[src/rtl/ro_puf_pkg.sv]
// Shared types and default sizing for the ring-oscillator PUF measurement path.
// Latency: n/a (declarations only).
// Backpressure: n/a.
package ro_puf_pkg;

  typedef enum logic [1:0] {
    ST_IDLE    = 2'd0,
    ST_SETTLE  = 2'd1,
    ST_COUNT   = 2'd2,
    ST_COMPARE = 2'd3
  } state_e;

  localparam int DEF_WINDOW = 1024;
  localparam int DEF_SETTLE = 4;
  localparam int DEF_CNT_W  = 16;

endpackage

[src/rtl/ro_edge_counter.sv]
// Synchronises one oscillator output and counts its rising edges, saturating.
// Latency: an input edge reaches the counter 2-3 clk after it occurs (sync + history).
// Backpressure: none; edges arriving while count_en is low are dropped.
//
// Ports:
//   clk, rst_n  system clock, async active-low reset
//   ro_in       raw oscillator output (asynchronous to clk)
//   clear       synchronous clear of the counter (wins over count_en)
//   count_en    counter increments on a detected rising edge only while high
//   count       current edge count, holds at all-ones once saturated
module ro_edge_counter
  import ro_puf_pkg::*;
#(
  parameter int CNT_W = DEF_CNT_W
) (
  input  logic             clk,
  input  logic             rst_n,
  input  logic             ro_in,
  input  logic             clear,
  input  logic             count_en,
  output logic [CNT_W-1:0] count
);

  // [0],[1] form the 2-flop synchroniser, [2] is the history flop.
  logic [2:0]       sync_q;
  logic             rise;
  logic [CNT_W-1:0] cnt_q, cnt_d;

  assign rise = sync_q[1] & ~sync_q[2];

  always_comb begin
    cnt_d = cnt_q;
    if (clear) begin
      cnt_d = '0;
    end else if (count_en && rise && (cnt_q != {CNT_W{1'b1}})) begin
      cnt_d = cnt_q + CNT_W'(1);
    end
  end

  always_ff @(posedge clk or negedge rst_n) begin
    if (!rst_n) begin
      sync_q <= 3'b000;
      cnt_q  <= '0;
    end else begin
      sync_q <= {sync_q[1:0], ro_in};
      cnt_q  <= cnt_d;
    end
  end

  assign count = cnt_q;

endmodule

[src/rtl/ro_pair_counter.sv]
// Enables an RO pair, counts edges of each over WINDOW clk, returns a > b response.
// Latency: done pulses SETTLE+WINDOW+2 clk after start is sampled in IDLE.
// Backpressure: start is ignored (not queued) while busy; it is accepted in the done cycle.
//
// Ports:
//   clk, rst_n           system clock, async active-low reset
//   start                measurement request, sampled only in IDLE
//   ro_a_in, ro_b_in     oscillator outputs (asynchronous)
//   ro_en                oscillator enable, high through SETTLE and COUNT
//   busy, done           status; done is a one-cycle pulse with valid results
//   response, tie        count_a > count_b, count_a == count_b
//   count_a, count_b     edge counts from the last completed window
module ro_pair_counter
  import ro_puf_pkg::*;
#(
  parameter int WINDOW = DEF_WINDOW,
  parameter int SETTLE = DEF_SETTLE,
  parameter int CNT_W  = DEF_CNT_W
) (
  input  logic             clk,
  input  logic             rst_n,
  input  logic             start,
  input  logic             ro_a_in,
  input  logic             ro_b_in,
  output logic             ro_en,
  output logic             busy,
  output logic             done,
  output logic             response,
  output logic             tie,
  output logic [CNT_W-1:0] count_a,
  output logic [CNT_W-1:0] count_b
);

  // One down-counter is shared by the settle and window phases; it only has
  // to hold the larger of the two reload values (N-1).
  localparam int TMR_MAX = (WINDOW > SETTLE) ? WINDOW : SETTLE;
  localparam int TMR_W   = $clog2(TMR_MAX);

  state_e           state_q, state_d;
  logic [TMR_W-1:0] tmr_q, tmr_d;
  logic             ro_en_q, ro_en_d;
  logic             busy_q, busy_d;
  logic             done_q, done_d;
  logic             resp_q, resp_d;
  logic             tie_q, tie_d;
  logic [CNT_W-1:0] res_a_q, res_a_d;
  logic [CNT_W-1:0] res_b_q, res_b_d;

  logic             cnt_clear;
  logic             cnt_en;
  logic [CNT_W-1:0] edge_cnt_a, edge_cnt_b;

  ro_edge_counter #(.CNT_W(CNT_W)) u_cnt_a (
    .clk      (clk),
    .rst_n    (rst_n),
    .ro_in    (ro_a_in),
    .clear    (cnt_clear),
    .count_en (cnt_en),
    .count    (edge_cnt_a)
  );

  ro_edge_counter #(.CNT_W(CNT_W)) u_cnt_b (
    .clk      (clk),
    .rst_n    (rst_n),
    .ro_in    (ro_b_in),
    .clear    (cnt_clear),
    .count_en (cnt_en),
    .count    (edge_cnt_b)
  );

  always_comb begin
    state_d   = state_q;
    tmr_d     = tmr_q;
    resp_d    = resp_q;
    tie_d     = tie_q;
    res_a_d   = res_a_q;
    res_b_d   = res_b_q;
    cnt_clear = 1'b0;
    cnt_en    = 1'b0;

    case (state_q)
      ST_IDLE: begin
        if (start) begin
          state_d   = ST_SETTLE;
          tmr_d     = TMR_W'(SETTLE - 1);
          cnt_clear = 1'b1;
          resp_d    = 1'b0;
          tie_d     = 1'b0;
          res_a_d   = '0;
          res_b_d   = '0;
        end
      end
      ST_SETTLE: begin
        if (tmr_q == '0) begin
          state_d = ST_COUNT;
          tmr_d   = TMR_W'(WINDOW - 1);
        end else begin
          tmr_d = tmr_q - TMR_W'(1);
        end
      end
      ST_COUNT: begin
        cnt_en = 1'b1;
        if (tmr_q == '0) begin
          state_d = ST_COMPARE;
        end else begin
          tmr_d = tmr_q - TMR_W'(1);
        end
      end
      ST_COMPARE: begin
        // Counters are frozen here, so they can be compared and copied directly.
        state_d = ST_IDLE;
        resp_d  = (edge_cnt_a > edge_cnt_b);
        tie_d   = (edge_cnt_a == edge_cnt_b);
        res_a_d = edge_cnt_a;
        res_b_d = edge_cnt_b;
      end
      default: begin
        state_d = ST_IDLE;
      end
    endcase

    // Status outputs are registered from the next state so they line up with it.
    ro_en_d = (state_d == ST_SETTLE) || (state_d == ST_COUNT);
    busy_d  = (state_d != ST_IDLE);
    done_d  = (state_q == ST_COMPARE);
  end

  always_ff @(posedge clk or negedge rst_n) begin
    if (!rst_n) begin
      state_q <= ST_IDLE;
      tmr_q   <= '0;
      ro_en_q <= 1'b0;
      busy_q  <= 1'b0;
      done_q  <= 1'b0;
      resp_q  <= 1'b0;
      tie_q   <= 1'b0;
      res_a_q <= '0;
      res_b_q <= '0;
    end else begin
      state_q <= state_d;
      tmr_q   <= tmr_d;
      ro_en_q <= ro_en_d;
      busy_q  <= busy_d;
      done_q  <= done_d;
      resp_q  <= resp_d;
      tie_q   <= tie_d;
      res_a_q <= res_a_d;
      res_b_q <= res_b_d;
    end
  end

  assign ro_en    = ro_en_q;
  assign busy     = busy_q;
  assign done     = done_q;
  assign response = resp_q;
  assign tie      = tie_q;
  assign count_a  = res_a_q;
  assign count_b  = res_b_q;

endmodule
[config.mk]
export PLATFORM = sky130hd
export DESIGN_NAME = ro_pair_counter
export DESIGN_NICKNAME = d
export VERILOG_FILES = /design/src/rtl/ro_puf_pkg.sv /design/src/rtl/ro_edge_counter.sv /design/src/rtl/ro_pair_counter.sv
export SDC_FILE = /design/constraint.sdc
export NUM_CORES = 1
export LEC_CHECK = 0
export CORE_MARGIN = 2
export CORE_UTILIZATION = 50
export CTS_CLUSTER_DIAMETER = 30
export DETAILED_ROUTE_END_ITERATION = 12
export GPL_TIMING_DRIVEN = 0
export PLACE_DENSITY = 0.84
export SLEW_MARGIN = 20
export SYNTH_ARGS = -nofsm -noshare
export SYNTH_HDL_FRONTEND = slang
export SYNTH_SLANG_ARGS = --single-unit
[constraint.sdc]
create_clock -name clk -period 2.4 [get_ports clk]
set_input_delay 0.72 -clock clk [delete_from_list [all_inputs] [get_ports clk]]
set_output_delay 0.72 -clock clk [all_outputs]
set_load 0.02 [all_outputs]
==> flow_metrics.env <==
export IMPL_fin_crit_sh=1.01
export IMPL_fin_nets=522
export IMPL_post_route_drc_count=0
export IMPL_synth_area_leader_cell="dfrtp_1"
export IMPL_die_y_um=97.3
export IMPL_viasPerCell=6.05
export IMPL_io_buffers=41
export IMPL_clk_pin_slew_worst_paths_ps=90
export IMPL_cts_tree="yes"
export IMPL_p_total_mw=4.36
export IMPL_finalMaxSlewViolations=0
export IMPL_die_width_um=97.3
export IMPL_grt_max_degree=52
export IMPL_power_density_nw_per_um2=830
export IMPL_min_path_type="input pin to async pin"
export IMPL_antenna_found_initial=0
export IMPL_syn_num_nets=459
export IMPL_p_leak_nw=2.34
export IMPL_syn_cell_area_um2=4360
export IMPL_synth_seq_cells=87
export IMPL_cp_start_kind="register"
export IMPL_final_util=0.611
export IMPL_hold_buffers=0
export IMPL_final_hold_violation_count=0
export IMPL_crit_path_end_kind="register"
export IMPL_drive_above_1_share=0.0984
export IMPL_worst_ep_required_time_ps=2650
export IMPL_start_util=0.507
export IMPL_htree_levels=3
export IMPL_cts_root_buf="clkbuf_8"
export IMPL_die_area_um2=9470
export IMPL_synth_seq_area_share=0.500
export IMPL_crit_type="register to register"
export IMPL_num_vias=3667
export IMPL_fin_crit_ps=2410
export IMPL_antenna_left=0
export IMPL_path_max_fanout=6
export IMPL_critPathArrivalTime_ps=2660
export IMPL_core_area_um2=8590
export IMPL_cts_made_buffers=9
export IMPL_syn2layout_area_growth_pct=20.5
export IMPL_grt_pass1_vias=3580
export IMPL_drtIter0Drc=271
export IMPL_finClkSkew_ps=10.7
export IMPL_n_antenna_cell=0
export IMPL_clock_fmax_ghz=0.415
export IMPL_worst_pin_slew_ps=638
export IMPL_ios=42
export IMPL_rsz0062_at_grt="yes"
export IMPL_status="finished with violations"
export IMPL_wl_um=10500
export IMPL_relSlewSlack=0.571
export IMPL_drt_first_pass_iters=5
export IMPL_max_clock_path_buffers=2
export IMPL_maxCapViolations=0
export IMPL_rows=34
export IMPL_synthArstFlopShare=1.00
export IMPL_wl_per_cell_um=17.3
export IMPL_synth_warnings=0
export IMPL_clock_sinks=87
export IMPL_setup_viol=1
export IMPL_violations="setup timing"
export IMPL_gp_congestion=0.956
export IMPL_synth_edf_count=0
export IMPL_syn_avg_cell_area_um2=10.1
export IMPL_yosys_most_used_dff="dfrtp_1"
export IMPL_synth_top_area_share=0.500
export IMPL_synth_cell_type_count=53
export IMPL_gr_total_overflow=0
export IMPL_ir_drop_mv=0.450
export IMPL_post_dp_hpwl_um=7220
export IMPL_insertion_delay_ps=370
export IMPL_grt_pass1_wl_um=17200
export IMPL_ys_top_cells_by_area="dfrtp_1 (50%), ha_1 (6.9%), a22o_1 (6.8%), nor2_1 (3.6%), nand2_1 (2.7%)"
export IMPL_synthCells=430
export IMPL_track_usage=0.222
export IMPL_fin_ws_ps=-12.1
Yosys cell counts, drive strengths merged (3+ instances only):
| master | number |
|---|---|
| a22o | 34 |
| dfrtp | 87 |
| and3 | 3 |
| xnor2 | 13 |
| o21a | 3 |
| o31ai | 4 |
| nor3 | 12 |
| nor2 | 42 |
| nand2b | 4 |
| clkbuf | 15 |
| or3 | 5 |
| buf | 3 |
| a31oi | 4 |
| nor4 | 7 |
| a211oi | 4 |
| nand4 | 10 |
| nand3 | 10 |
| inv | 27 |
| a21oi | 20 |
| and2 | 6 |
| and4 | 5 |
| xor2 | 5 |
| nand2 | 31 |
| o21ai | 22 |
| ha | 24 |
worst max-delay path, stage by stage (launching register included):
cell	delay, ps
dfrtp_1	410
inv_2	70
ha_4	130
or4b_4	450
buf_6	150
nor4b_4	240
buf_4	180
nor2_2	50
nor2_2	170
o221ai_2	130
ha_1	310
cell families (layout without fill, tap and decap cells):
family,after synthesis,after routing,synth area share
mux,1,1,0.00230
simple gates,146,146,0.174
flops,87,87,0.500
buf+inv,45,113,0.0408
fa+ha+maj,24,24,0.0689
xor+xnor,18,18,0.0362
compound gates,109,109,0.178
power breakdown:
group / switching, mW / total [mW] / internal [mW]
Clock: 0.555 / 0.995 / 0.440
Sequential: 0.114 / 1.70 / 1.59
Combinational: 1.02 / 1.66 / 0.637
Total: 1.69 / 4.36 / 2.67
cells in the final DEF (no fill, tap or decap), types with 4 or more instances in the layout:
cell             count
and4_1               5
xor2_1               5
o31ai_1              4
nand2b_1             4
a22o_1              34
a21oi_1             19
or3_1                5
buf_4               12
clkbuf_8            11
inv_1               25
nand4_1             10
nor4_1               6
nand3_1             10
nor2_1              40
and2_1               6
o21ai_0             22
clkdlybuf4s50_1     40
clkbuf_1            12
nor3_1              12
dfrtp_1             87
a31oi_1              4
ha_1                23
nand2_1             31
xnor2_1             13
per-stage QoR:
step	setup slack, ps	hold WS [ps]	area (µm²)	setup TNS [ps]	std cells
6_report	-12.1	309	5250	-12.1	606
5_1_grt	-73.3	349	5250	-183	606
4_1_cts	-32.4	336	5170	-32.4	602
3_5_place_dp	-426	335	4930	-15840	580
3_3_place_gp	-2400	331	4900	-221760	579
2_1_floorplan	43.9	331	4360	0	430
sequential cells by signal, summed over array words and instances, names as in the netlist:
register,cells
u_cnt_a.count,16
busy,1
done,1
tie,1
count_a,16
count_b,16
response,1
ro_en,1
u_cnt_b.sync_q,3
state_q,2
u_cnt_b.count,16
u_cnt_a.sync_q,3
tmr_q,10
layer usage:
metal,vias up,track usage,share of wire
met3,26,0.0381,0.050
met2,149,0.370,0.49
met1,1802,0.292,0.44
li1,1690,-,-
met5,-,0,0
met4,0,0.0865,0.026
worst paths after layout:
path                              startpoint  cells past startpoint  slack [ps]           endpoint
max                                 tmr_q[1]                     10         -10              ro_en
min                                    rst_n                      1         310           tmr_q[1]
max reg2reg                         tmr_q[1]                     10         -10              ro_en
min reg2reg                u_cnt_b.sync_q[0]                      0         350  u_cnt_b.sync_q[1]
max in group asynchronous              rst_n                      2        1480  u_cnt_a.sync_q[2]
min in group clk           u_cnt_b.sync_q[0]                      0         350  u_cnt_b.sync_q[1]
timing repair:
action,in CTS,in global routing
gates resized for setup,2,16
pin swaps,1,6
endpoints found under the setup margin,21,21
buffers inserted,6,5
layout make-up:
| type | instances | area (µm²) |
|---|---|---|
| clock inverter | 5 | 41.3 |
| sequential | 87 | 2180 |
| fill | 705 | 3340 |
| multi-input combinational | 298 | 2040 |
| timing repair buffer | 53 | 518 |
| clock buffer | 11 | 151 |
| inverter | 27 | 101 |
| buffer | 17 | 81.3 |
| tap | 108 | 135 |
No activity file was read; power rests on OpenSTA's default activity.
